==> config.mk <==
export PLATFORM = sky130hd
export DESIGN_NAME = pwm_top
export DESIGN_NICKNAME = d
export VERILOG_FILES = /design/src/rtl/pwm_pkg.sv /design/src/rtl/pwm_prescaler.sv /design/src/rtl/pwm_top.sv
export SDC_FILE = /design/constraint.sdc
export NUM_CORES = 1
export LEC_CHECK = 0
export ABC_AREA = 1
export CAP_MARGIN = 5
export CORE_MARGIN = 2
export CORE_UTILIZATION = 60
export DETAILED_ROUTE_END_ITERATION = 6
export GPL_ROUTABILITY_DRIVEN = 0
export GPL_TIMING_DRIVEN = 1
export PLACE_DENSITY = 0.85
export RECOVER_POWER = 25
export SYNTH_ARGS = -nofsm -noshare
export SYNTH_HDL_FRONTEND = slang
export SYNTH_SLANG_ARGS = --single-unit
==> constraint.sdc <==
create_clock -name clk -period 10.1 [get_ports clk]
set_clock_uncertainty 0.1 [all_clocks]
set_input_delay 2.02 -clock clk [delete_from_list [all_inputs] [get_ports clk]]
set_output_delay 2.02 -clock clk [all_outputs]
set_load 0.02 [all_outputs]
==> src/rtl/pwm_pkg.sv <==
// Shared constants and input-clamping helpers for the single-channel PWM generator.
package pwm_pkg;

   localparam int unsigned PERIOD_STEPS = 100;
   localparam int unsigned STEP_W       = 7;
   localparam int unsigned CFG_W        = 32;

   localparam logic [STEP_W-1:0] LAST_STEP = 7'd99;
   localparam logic [STEP_W-1:0] MAX_DUTY  = 7'd100;

   function automatic logic [CFG_W-1:0] clamp_presc(input logic [CFG_W-1:0] presc);
      logic [CFG_W-1:0] res;
      if (presc == 32'd0) begin
         res = 32'd1;
      end else begin
         res = presc;
      end
      return res;
   endfunction

   function automatic logic [STEP_W-1:0] clamp_duty(input logic [CFG_W-1:0] duty);
      logic [STEP_W-1:0] res;
      if (duty > 32'd100) begin
         res = MAX_DUTY;
      end else begin
         res = duty[STEP_W-1:0];
      end
      return res;
   endfunction

endpackage

==> src/rtl/pwm_prescaler.sv <==
// Divides the system clock into step ticks: tick is high on the last cycle of every presc-cycle window.
module pwm_prescaler
   import pwm_pkg::*;
(
   input  logic             clk,
   input  logic             reset,
   input  logic [CFG_W-1:0] presc,
   output logic             tick
);

   logic [CFG_W-1:0] pre_cnt_q;
   logic [CFG_W-1:0] pre_cnt_d;

   // presc is never 0 (clamped upstream), so the full-width compare cannot underflow
   assign tick = (pre_cnt_q == (presc - 32'd1));

   // Next prescaler count
   always_comb begin
      pre_cnt_d = pre_cnt_q;
      if (tick) begin
         pre_cnt_d = 32'd0;
      end else begin
         pre_cnt_d = pre_cnt_q + 32'd1;
      end
   end

   // Prescaler count register
   always_ff @(posedge clk) begin
      if (reset) begin
         pre_cnt_q <= 32'd0;
      end else begin
         pre_cnt_q <= pre_cnt_d;
      end
   end

endmodule

==> src/rtl/pwm_top.sv <==
// Single-channel PWM: 100-step counter compared against a shadowed duty value,
// with prescaler and duty shadows reloaded only at period boundaries.
module pwm_top
   import pwm_pkg::*;
(
   input  logic             clk,
   input  logic             reset,
   input  logic [CFG_W-1:0] prescaler,
   input  logic [CFG_W-1:0] duty_cycle,
   output logic             pwm_clk
);

   logic [CFG_W-1:0]  presc_q;
   logic [CFG_W-1:0]  presc_d;
   logic [STEP_W-1:0] duty_q;
   logic [STEP_W-1:0] duty_d;
   logic [STEP_W-1:0] step_q;
   logic [STEP_W-1:0] step_d;
   logic              pwm_q;
   logic              pwm_d;
   logic              tick_s;
   logic              period_end_s;

   pwm_prescaler u_prescaler (
      .clk   (clk),
      .reset (reset),
      .presc (presc_q),
      .tick  (tick_s)
   );

   assign period_end_s = tick_s && (step_q == LAST_STEP);

   // Step counter, shadow reload at period end, and output compare
   always_comb begin
      step_d  = step_q;
      presc_d = presc_q;
      duty_d  = duty_q;
      if (period_end_s) begin
         step_d  = 7'd0;
         presc_d = clamp_presc(prescaler);
         duty_d  = clamp_duty(duty_cycle);
      end else if (tick_s) begin
         step_d = step_q + 7'd1;
      end else begin
         step_d = step_q;
      end
      pwm_d = (step_q < duty_q);
   end

   // State registers; shadows track the inputs for as long as reset is held
   always_ff @(posedge clk) begin
      if (reset) begin
         step_q  <= 7'd0;
         pwm_q   <= 1'b0;
         presc_q <= clamp_presc(prescaler);
         duty_q  <= clamp_duty(duty_cycle);
      end else begin
         step_q  <= step_d;
         pwm_q   <= pwm_d;
         presc_q <= presc_d;
         duty_q  <= duty_d;
      end
   end

   assign pwm_clk = pwm_q;

endmodule

==> results.json <==
{
  "io_pins": 67,
  "drv_slew": 0,
  "grt_first_pass_wirelength_um": 20800,
  "grt_max_degree": 40,
  "routed_wl_um": 12200,
  "hpwl_um": 9910,
  "tightestPinTransition_ns": 0.459,
  "period_minus_slack_ns": 3.68,
  "synth_edf_count": 39,
  "die-height_um": 98.3,
  "p_leak_uw": 0.00257,
  "detail_route.wl_per_cell_um": 13.4,
  "io_buffers": 66,
  "cts_buffers": 9,
  "ys_top_cells_by_area": "edfxtp_1 22%, dfxtp_1 15%, nand2_1 13%",
  "nets": 869,
  "setup_slack_ns": 6.42,
  "outcome": "finished, final reports clean",
  "placed_area_um2": 5990,
  "synth-seq-cells": 79,
  "yosysWarnings": 0,
  "core_um2": 8680,
  "cts_tree": "done",
  "synthDistinctLibCells": 33,
  "syn-instance-count": 751,
  "clk_pin_slew_ns": 0.09,
  "drt-vias-per-instance": 5.44,
  "start_util_pct": 61.5,
  "hold_path_depth": 1,
  "syn_area_um2": 5340,
  "final_common_cell": "nand2_1",
  "timing.reg2reg.setup_slack_ns": 6.42,
  "antenna_found_initial": 0,
  "ctsLongestPathBuffers": 2,
  "hold_buffers": 0,
  "drc": 0,
  "cts_sinks": 79,
  "drive_gt1_share_pct": 8.64,
  "dr.pass1.iters": 6,
  "finalInstanceArea_um2": 6190,
  "grt_overflow": 0,
  "syn2layout_area_growth_pct": 15.8,
  "maxClockFrequency_mhz": 272,
  "ant_nets": 0,
  "grt_use_total_pct": 26.3,
  "hold_slack_ns": 0.388,
  "powerDensity_nw_per_um2": 105,
  "p_int_uw": 492,
  "arrival_ns": 3.58,
  "worstPathMaxFanout": 39,
  "clk_latency_ns": 0.36,
  "dieArea_um2": 9670,
  "synth_ff_type": "dfxtp_1",
  "clockRootBuffer": "clkbuf_8",
  "p_seq_share_pct": 54.1,
  "synth.top_cell.area_share_pct": 21.9,
  "setup_viol": 0,
  "yosysSeqAreaShare_pct": 36.9,
  "die_w_um": 98.3,
  "path_class": "reg -> reg",
  "hold_path_class": "reg -> reg",
  "reg2reg_depth": 17,
  "place_ws_ns": 6.16,
  "vias": 4930,
  "synth.avg_cell_area_um2": 7.11,
  "yosys.area.top_type": "edfxtp_1",
  "end_kind": "flip-flop",
  "nFillCells": 691,
  "critPathLaunchType": "flip-flop",
  "fin_tns_setup_ns": 0,
  "layout_common_cells": "186 x nand2_1, 117 x nor2_1, 98 x inv_1, 46 x nand3_1",
  "drv_cap": 0,
  "drtIter0Drc": 364,
  "row_count": 34,
  "netSwitchingPower_uw": 158,
  "pwr-share-comb_pct": 9.9,
  "slew_headroom_pct": 69.4,
  "synthArstFlopShare_pct": 0,
  "ir_drop_mv": 0.0780,
  "diodes": 0,
  "cts_resized": 0,
  "grt_pass1_vias": 4665,
  "post-cts-setup-buffer-count": 0,
  "fin_crit_sh_pct": 36.5,
  "cp.required_ns": 10.00,
  "switching_share_pct": 24.3,
  "rsz0062_at_grt": "no",
  "hold_violations": 0,
  "synth_nets": 826,
  "pwr-share-clk_pct": 36.0,
  "htree_levels": 3
}
## sequential cells by signal, indices dropped and copies added (netlist names)
| register | count |
|---|---|
| u_prescaler.pre_cnt_q | 32 |
| step_q | 7 |
| duty_q | 7 |
| presc_q | 32 |
| pwm_clk | 1 |
## critical path, cell delays in order, from the launching register on
cell      delay (ns)
edfxtp_1        0.47
inv_1           0.15
ha_1            0.24
nand2_1         0.08
nor2_2          0.25
nand3_1         0.26
o21ai_1         0.26
nand2_1         0.09
nand2_1         0.08
nand2_1         0.05
nor2_1          0.10
nand2_1         0.07
nor2_2          0.17
nand2_4         0.10
nand2_8         0.23
nand2_4         0.12
inv_1           0.07
buf_4           0.40
## logic make-up after synthesis
kind of cell               after synthesis  synth area share [%]
buffers and inverters                  134                  9.84
AOI/OAI and AO/OA                       25                  3.05
xor gates and xnor gates                56                  9.18
and+or+nand+nor                        448                  38.9
DFF                                     79                  36.9
adders and majority gates                9                  2.11
## synthesized netlist by cell type, types with 4 or more instances
cell / number
a21oi_1: 7
a21oi_2: 7
clkbuf_1: 32
dfxtp_1: 40
edfxtp_1: 39
ha_1: 9
inv_1: 98
nand2_1: 186
nand2_2: 5
nand3_1: 46
nand4_1: 22
nor2_1: 117
nor2_2: 12
nor2_4: 5
nor3_1: 16
nor3_2: 10
nor4_1: 13
o21ai_0: 4
or2_2: 7
xnor2_1: 16
xor2_1: 40
## final timing paths
| kind | from | endpoint |
|---|---|---|
| max | presc_q[0]$_SDFFCE_PN1P_ | presc_q[27]$_SDFFCE_PN0P_ |
| min | u_prescaler.pre_cnt_q[0]$_SDFF_PP0_ | u_prescaler.pre_cnt_q[0]$_SDFF_PP0_ |
| max reg2reg | presc_q[0]$_SDFFCE_PN1P_ | presc_q[27]$_SDFFCE_PN0P_ |
| min reg2reg | u_prescaler.pre_cnt_q[0]$_SDFF_PP0_ | u_prescaler.pre_cnt_q[0]$_SDFF_PP0_ |
## final cells by class
type                    instances  area [um2]  share of cell area, %
well taps                     108         135                   2.18
inverters                      99         372                   6.01
repair buffers                 67         668                   10.8
clock inverters                 7        72.6                   1.17
flip-flops and latches         79        1970                   31.9
multi-input cells             538        2840                   46.0
clock buffers                   9         124                   2.00
## through the flow
stage          util [%]  total power, uW  std cells
2_1_floorplan         -              393        751
3_3_place_gp       69.0              422        891
3_5_place_dp       69.0              425        891
4_1_cts            71.3              654        907
5_1_grt            71.3              675        907
6_report           71.3              650        907
## layer usage
metal  part of all wire, %  track usage, %  wire length, um
met1                    45            36.6             5450
met4                   2.3            8.96              282
met3                   7.2            3.36              873
met5                     0               0                0
met2                    46            42.4             5580
## power by group through the flow
stage	clock network [uW]	logic, uW	registers [uW]
after floorplan	0	36.2	357
after global placement	0	63.8	358
after detailed placement	0	66.1	359
after CTS	236	66.4	351
after global routing	250	71.6	353
final	234	64.3	352
Power figures use the tool's default switching activity.
